<file path="src/rtl/ysyx_24110006_idu_fifo.sv">
// ---------------------------------------------------------------------------
// ysyx_24110006_idu_fifo
//   Instruction buffer between fetch and decode. A circular FIFO of DEPTH
//   entries stores raw instruction words (and, optionally, an externally
//   supplied immediate). The head entry is decoded combinationally into
//   opcode, funct3, register indices, immediate and a CSR/system class.
//
// Parameters
//   DEPTH   : number of buffered entries (power of two, >= 2)
//   IMM_EXT : 0 = immediate generated from the instruction bits,
//             1 = immediate taken from i_imm stored with the entry
//
// Ports
//   i_clock, i_reset_n        : clock, asynchronous active-low reset
//   i_inst, i_imm, i_valid    : upstream entry offer
//   o_ready                   : entry accepted this cycle when i_valid
//   i_flush                   : drop every buffered entry on this edge
//   o_valid, i_ready          : head entry presented / consumed
//   o_op .. o_csr_t           : decoded fields of the head entry
//   o_count                   : current occupancy
// ---------------------------------------------------------------------------
module ysyx_24110006_idu_fifo #(
  parameter int DEPTH   = 2,
  parameter int IMM_EXT = 0
) (
  input  logic                     i_clock,
  input  logic                     i_reset_n,
  input  logic [31:0]              i_inst,
  input  logic [31:0]              i_imm,
  input  logic                     i_valid,
  output logic                     o_ready,
  input  logic                     i_flush,
  output logic                     o_valid,
  input  logic                     i_ready,
  output logic [6:0]               o_op,
  output logic [2:0]               o_func,
  output logic [4:0]               o_reg_rd,
  output logic [4:0]               o_reg_rs1,
  output logic [4:0]               o_reg_rs2,
  output logic [31:0]              o_imm,
  output logic [2:0]               o_csr_t,
  output logic [$clog2(DEPTH):0]   o_count
);

  localparam int PW = $clog2(DEPTH);
  localparam int CW = PW + 1;
  localparam logic [CW-1:0] FULL_COUNT = CW'(DEPTH);

  localparam logic [6:0] OP_OPIMM  = 7'b0010011;
  localparam logic [6:0] OP_LOAD   = 7'b0000011;
  localparam logic [6:0] OP_JALR   = 7'b1100111;
  localparam logic [6:0] OP_SYSTEM = 7'b1110011;
  localparam logic [6:0] OP_LUI    = 7'b0110111;
  localparam logic [6:0] OP_AUIPC  = 7'b0010111;
  localparam logic [6:0] OP_JAL    = 7'b1101111;
  localparam logic [6:0] OP_STORE  = 7'b0100011;
  localparam logic [6:0] OP_BRANCH = 7'b1100011;

  localparam logic [2:0] CSR_MRET   = 3'b000;
  localparam logic [2:0] CSR_CSRW   = 3'b001;
  localparam logic [2:0] CSR_EBREAK = 3'b010;
  localparam logic [2:0] CSR_ECALL  = 3'b011;
  localparam logic [2:0] CSR_CSRS   = 3'b100;
  localparam logic [2:0] CSR_CSRC   = 3'b101;
  localparam logic [2:0] CSR_NONE   = 3'b111;

  // RV32 immediate generation; all formats sign-extend from inst[31].
  function automatic logic [31:0] gen_imm(input logic [31:0] inst);
    logic [31:0] imm;
    case (inst[6:0])
      OP_OPIMM, OP_LOAD, OP_JALR, OP_SYSTEM:
        imm = {{20{inst[31]}}, inst[31:20]};
      OP_LUI, OP_AUIPC:
        imm = {inst[31:12], 12'h000};
      OP_JAL:
        imm = {{12{inst[31]}}, inst[19:12], inst[20], inst[30:21], 1'b0};
      OP_STORE:
        imm = {{20{inst[31]}}, inst[31:25], inst[11:7]};
      OP_BRANCH:
        imm = {{20{inst[31]}}, inst[7], inst[30:25], inst[11:8], 1'b0};
      default:
        imm = 32'h0000_0000;
    endcase
    return imm;
  endfunction

  // SYSTEM-opcode classification; funct3[2] only matters for the 100 case.
  function automatic logic [2:0] dec_csr(input logic [31:0] inst);
    logic [2:0] csr;
    if (inst[6:0] == OP_SYSTEM) begin
      case (inst[14:12])
        3'b000: begin
          if (inst[21]) begin
            csr = CSR_MRET;
          end else if (inst[20]) begin
            csr = CSR_EBREAK;
          end else begin
            csr = CSR_ECALL;
          end
        end
        3'b001, 3'b101: csr = CSR_CSRW;
        3'b010, 3'b110: csr = CSR_CSRS;
        3'b011, 3'b111: csr = CSR_CSRC;
        default:        csr = CSR_NONE;
      endcase
    end else begin
      csr = CSR_NONE;
    end
    return csr;
  endfunction

  logic [31:0]   inst_mem_q [DEPTH];
  logic [31:0]   imm_mem_q  [DEPTH];
  logic [PW-1:0] rd_ptr_q, rd_ptr_d;
  logic [PW-1:0] wr_ptr_q, wr_ptr_d;
  logic [CW-1:0] count_q, count_d;
  logic          enq_s, deq_s, empty_s, full_s;
  logic [31:0]   head_inst_s, head_imm_s;

  assign empty_s = (count_q == {CW{1'b0}});
  // A full FIFO stays not-ready even when the head is consumed this cycle.
  assign full_s  = (count_q == FULL_COUNT);
  assign enq_s   = i_valid & ~full_s & ~i_flush;
  assign deq_s   = ~empty_s & i_ready & ~i_flush;

  assign o_ready = ~full_s;
  assign o_valid = ~empty_s;
  assign o_count = count_q;

  assign head_inst_s = inst_mem_q[rd_ptr_q];
  assign head_imm_s  = imm_mem_q[rd_ptr_q];

  // Next pointer/occupancy; flush overrides any handshake on the same edge.
  always_comb begin
    rd_ptr_d = rd_ptr_q;
    wr_ptr_d = wr_ptr_q;
    count_d  = count_q;
    if (i_flush) begin
      rd_ptr_d = {PW{1'b0}};
      wr_ptr_d = {PW{1'b0}};
      count_d  = {CW{1'b0}};
    end else begin
      if (enq_s) begin
        wr_ptr_d = wr_ptr_q + PW'(1'b1);
      end else begin
        wr_ptr_d = wr_ptr_q;
      end
      if (deq_s) begin
        rd_ptr_d = rd_ptr_q + PW'(1'b1);
      end else begin
        rd_ptr_d = rd_ptr_q;
      end
      case ({enq_s, deq_s})
        2'b10:   count_d = count_q + CW'(1'b1);
        2'b01:   count_d = count_q - CW'(1'b1);
        default: count_d = count_q;
      endcase
    end
  end

  // Pointer and occupancy registers.
  always_ff @(posedge i_clock or negedge i_reset_n) begin
    if (!i_reset_n) begin
      rd_ptr_q <= {PW{1'b0}};
      wr_ptr_q <= {PW{1'b0}};
      count_q  <= {CW{1'b0}};
    end else begin
      rd_ptr_q <= rd_ptr_d;
      wr_ptr_q <= wr_ptr_d;
      count_q  <= count_d;
    end
  end

  // Entry storage; written on enqueue only and never cleared.
  always_ff @(posedge i_clock) begin
    if (enq_s) begin
      inst_mem_q[wr_ptr_q] <= i_inst;
      imm_mem_q[wr_ptr_q]  <= i_imm;
    end
  end

  // Head-entry decode, forced to idle values while the FIFO is empty.
  always_comb begin
    o_op      = 7'b000_0000;
    o_func    = 3'b000;
    o_reg_rd  = 5'b0_0000;
    o_reg_rs1 = 5'b0_0000;
    o_reg_rs2 = 5'b0_0000;
    o_imm     = 32'h0000_0000;
    o_csr_t   = CSR_NONE;
    if (!empty_s) begin
      o_op      = head_inst_s[6:0];
      o_func    = head_inst_s[14:12];
      o_reg_rd  = head_inst_s[11:7];
      o_reg_rs1 = head_inst_s[19:15];
      o_reg_rs2 = head_inst_s[24:20];
      o_imm     = (IMM_EXT != 32'sd0) ? head_imm_s : gen_imm(head_inst_s);
      o_csr_t   = dec_csr(head_inst_s);
    end else begin
      o_op      = 7'b000_0000;
      o_func    = 3'b000;
      o_reg_rd  = 5'b0_0000;
      o_reg_rs1 = 5'b0_0000;
      o_reg_rs2 = 5'b0_0000;
      o_imm     = 32'h0000_0000;
      o_csr_t   = CSR_NONE;
    end
  end

endmodule

</file>
<file path="config.mk">
export PLATFORM = sky130hd
export DESIGN_NAME = ysyx_24110006_idu_fifo
export DESIGN_NICKNAME = d
export VERILOG_FILES = /design/src/rtl/ysyx_24110006_idu_fifo.sv
export SDC_FILE = /design/constraint.sdc
export NUM_CORES = 1
export LEC_CHECK = 0
export CAP_MARGIN = 10
export CORE_UTILIZATION = 41
export CTS_BUF_LIST = sky130_fd_sc_hd__clkbuf_4
export CTS_CLUSTER_DIAMETER = 150
export CTS_CLUSTER_SIZE = 40
export DETAILED_ROUTE_END_ITERATION = 6
export PLACE_DENSITY = 0.8
export SLEW_MARGIN = 20
export SYNTH_ARGS = -nofsm -noshare
export SYNTH_HDL_FRONTEND = slang
export SYNTH_SLANG_ARGS = --single-unit
export TNS_END_PERCENT = 30
</file>
<file path="constraint.sdc">
create_clock -name i_clock -period 3.2 [get_ports i_clock]
set_input_delay 0.64 -clock i_clock [delete_from_list [all_inputs] [get_ports i_clock]]
set_output_delay 0.64 -clock i_clock [all_outputs]
set_load 0.05 [all_outputs]
</file>
==> impl_metrics.csv <==
group,metric,value,unit
critical_path,arrival,2.73,ns
sta,worst-slew-pin-transition,0.705,ns
synthesis,synth_edf_count,64,
routing,ant_nets,0,
synthesis,synth_seq_cells,68,
floorplanning,die_w,92.9,um
synthesis,avgSynthCellArea,12.9,um^2
global_routing,antenna_found_initial,0,
placed_design,dp_slack,-0.0909,ns
floorplanning,io_pins,133,
sta,relSlewSlack,52.9,%
clocking,clk_pin_slew,0.11,ns
finish,area_delta_synth_final,57.0,%
placed_design,gp_congestion,0.812,
global_routing,grt_max_degree,23,
routing,drtIter0Drc,151,
critical_path,start_kind,"register",
synthesis,syn_inst,262,
routing,drc,0,
finish,finalNetCount,474,
critical_path,path_common_cell,"buf_4",
finish,layout.cells.non_filler,512,
power,ir_drop,0.228,mV
critical_path,crit_fanout,6,
synthesis,mappedNetlistArea,3390,um^2
routing,routed_via_density,5.31,
clocking,clockBufferDepth,2,
finish,layout-drive-gt1-share,41.5,%
outcome,status,"complete, but fails checks",
global_routing,grt_pass1_wl,14000,um
clocking,clkSinkCount,68,
critical_path,slowest_delay,0.50,ns
routing,wirelength,9160,um
routing,vias,2719,
sta,fin_ws,-0.167,ns
critical_path,required,2.56,ns
synthesis,synthDistinctLibCells,50,
critical_path,path_cells,"buf_12 -> buf_4 -> o32ai_1 -> o22ai_2 -> buf_4 -> o31ai_4 -> a21oi_1 -> buf_4",
placed_design,hpwlAfterDp,5940,um
power,p_leak,1.92,nW
critical_path,end_kind,"output port",
synthesis,ys_async_sr_fraction,5.88,%
sta,finalSetupViolCount,30,
clocking,cts_made_buffers,9,
placed_design,io_buffers,100,
clocking,worst_skew_pair.late_latency,0.41,ns
synthesis,ys_seq_area_share,59.7,%
worst_hold_path,hold_path.class,"input pin to asynchronous set/reset pin",
finish,n_antenna_cell,0,
placed_design,place_area,4630,um^2
sta,fin_crit,3.37,ns
sta,drv_slew,0,
clocking,cts-root-buf,"clkbuf_4",
sta,fmax,297,MHz
floorplanning,die_y,92.9,um
floorplanning,start_util,43.2,%
global_routing,gr-total-overflow,0,
sta,hold_violations,0,
sta,rsz0062_at_grt,"true",
floorplanning,design.core.area,7850,um^2
clocking,cts_max_level,3,
routing,wl_per_cell,17.9,um
power,powerDensity,374,nW/um^2
clocking,cts_tree,"built",
synthesis,ys.flop_type,"edfxtp_1",
sta,finalCritPeriodShare,105,%
job,maxCapViolations,0,
critical_path,crit_slowest_cell,"o31ai_4",
outcome,violations,"negative setup slack",
sta,fin_skew,0.0102,ns
synthesis,synth.net_count,331,
routing,dr.pass1.iters,4,
placed_design,placed_cells,471,
global_routing,grt_use_total,21.6,%
power,power.total,1.99,mW
clocking,cts_hold_buffers,0,
finish,postLayoutCellArea,5320,um^2
global_routing,grt_pass1_vias,2847,
floorplanning,num_rows,32,
synthesis,ys_warn_count,0,
floorplanning,dieArea,8630,um^2
critical_path,critical_path_class,"register to output port",
## Yosys cell counts (2+ instances only)
library cell / count / share of area [%]
buf_6: 4 / 1.3
mux2_2: 18 / 6.0
a21oi_1: 15 / 2.2
nand2b_1: 2 / 0.37
edfxtp_1: 64 / 57
o21ai_0: 5 / 0.74
nand2_1: 20 / 2.2
nand3b_1: 2 / 0.44
and2_1: 8 / 1.5
dfrtp_1: 4 / 3.0
nand3_1: 2 / 0.30
or2b_1: 8 / 1.8
and3_1: 3 / 0.55
xor2_1: 2 / 0.52
clkbuf_1: 5 / 0.55
nor2b_1: 7 / 1.3
nor3b_1: 2 / 0.44
mux2i_1: 19 / 5.6
o21ai_1: 3 / 0.44
nor2_1: 27 / 3.0
a21oi_2: 12 / 3.1
o211ai_1: 2 / 0.44
## report_power, final
part	internal, mW	switching (mW)
sequential	1.02	0.0184
combinational	0.210	0.287
clock	0.155	0.304
total	1.38	0.609
## placed cells by master, fill, tap and decap left out, drive strengths merged, types with 2 or more instances in the layout
cell,instances
a21oi,27
and2,8
and3,3
buf,85
clkbuf,9
clkdlybuf4s50,51
clkinv,6
dfrtp,4
dlymetal6s2s,5
edfxtp,64
mux2,18
mux2i,19
nand2,20
nand2b,2
nand3,2
nand3b,3
nor2,27
nor2b,7
nor3b,2
o211ai,2
o21ai,9
o31ai,3
or2,2
or2b,8
xor2,2
## path summary, 6_finish.rpt
kind | start | endpoint | slack (ns) | cells after the start
worst max-delay path | rd_ptr_q | o_imm[12] | -0.17 | 8
worst min-delay path | i_reset_n | o_count[1] | 0.41 | 1
worst max register to register | o_count[0] | inst_mem_q[1][6] | 1.55 | 4
worst min register to register | wr_ptr_q | wr_ptr_q | 0.60 | 2
max in group asynchronous | i_reset_n | rd_ptr_q | 2.62 | 1
min in group i_clock | wr_ptr_q | wr_ptr_q | 0.60 | 2
## metal layers
metal	share of wire, %	wire length, um	up-vias	global-route usage (%)
met3	5.1	464	15	5.34
li1	-	-	1280	-
met2	51	4670	88	38.8
met1	42	3870	1336	25.3
met5	0	0	-	0
met4	1.8	161	0	6.67
## what timing repair did
item / in CTS / in global routing
hold endpoints to repair: 0 / 0
endpoints found under the setup margin: 33 / 37
gates resized for setup: 55 / 19
buffers inserted: 19 / 2
pin swaps: 7 / 4
gates cloned: 4 / 0
## cell families after synthesis
kind of cell	count (synthesis)	synth area share, %
simple gates	92	14.9
flops	68	59.7
compound gates	50	10.9
mux	37	11.6
buf+inv	13	2.47
xor+xnor	2	0.517
## worst max-delay path, delay by kind of cell (launching register included)
kind                   cells  cell delay (ns)
AOI/OAI and AO/OA          4             1.19
DFF                        1             0.45
buffers and inverters      4             0.68
## layout make-up
class / count / area (um^2)
fill: 608 / 2530
sequential: 68 / 2020
inverter: 1 / 3.75
multi-input combinational: 183 / 1530
clock inverter: 7 / 43.8
timing repair buffer: 142 / 1520
tap: 102 / 128
clock buffer: 9 / 67.6
## registers in the layout (all words and copies together), names as in the netlist
| register | cells |
|---|---|
| inst_mem_q | 64 |
| o_count | 2 |
| wr_ptr_q | 1 |
| rd_ptr_q | 1 |
## metrics by stage
stage | utilization (%) | setup TNS, ns | hold WS, ns
detailed placement | 59.0 | -0.863 | 0.575
floorplan | - | -30.76 | 0.344
CTS | 66.6 | -2.38 | 0.405
finish | 67.8 | -3.23 | 0.411
global route | 67.8 | -7.42 | 0.404
global placement | 59.0 | 0 | 0.567
Note: power is estimated with default switching activity, not from simulation.
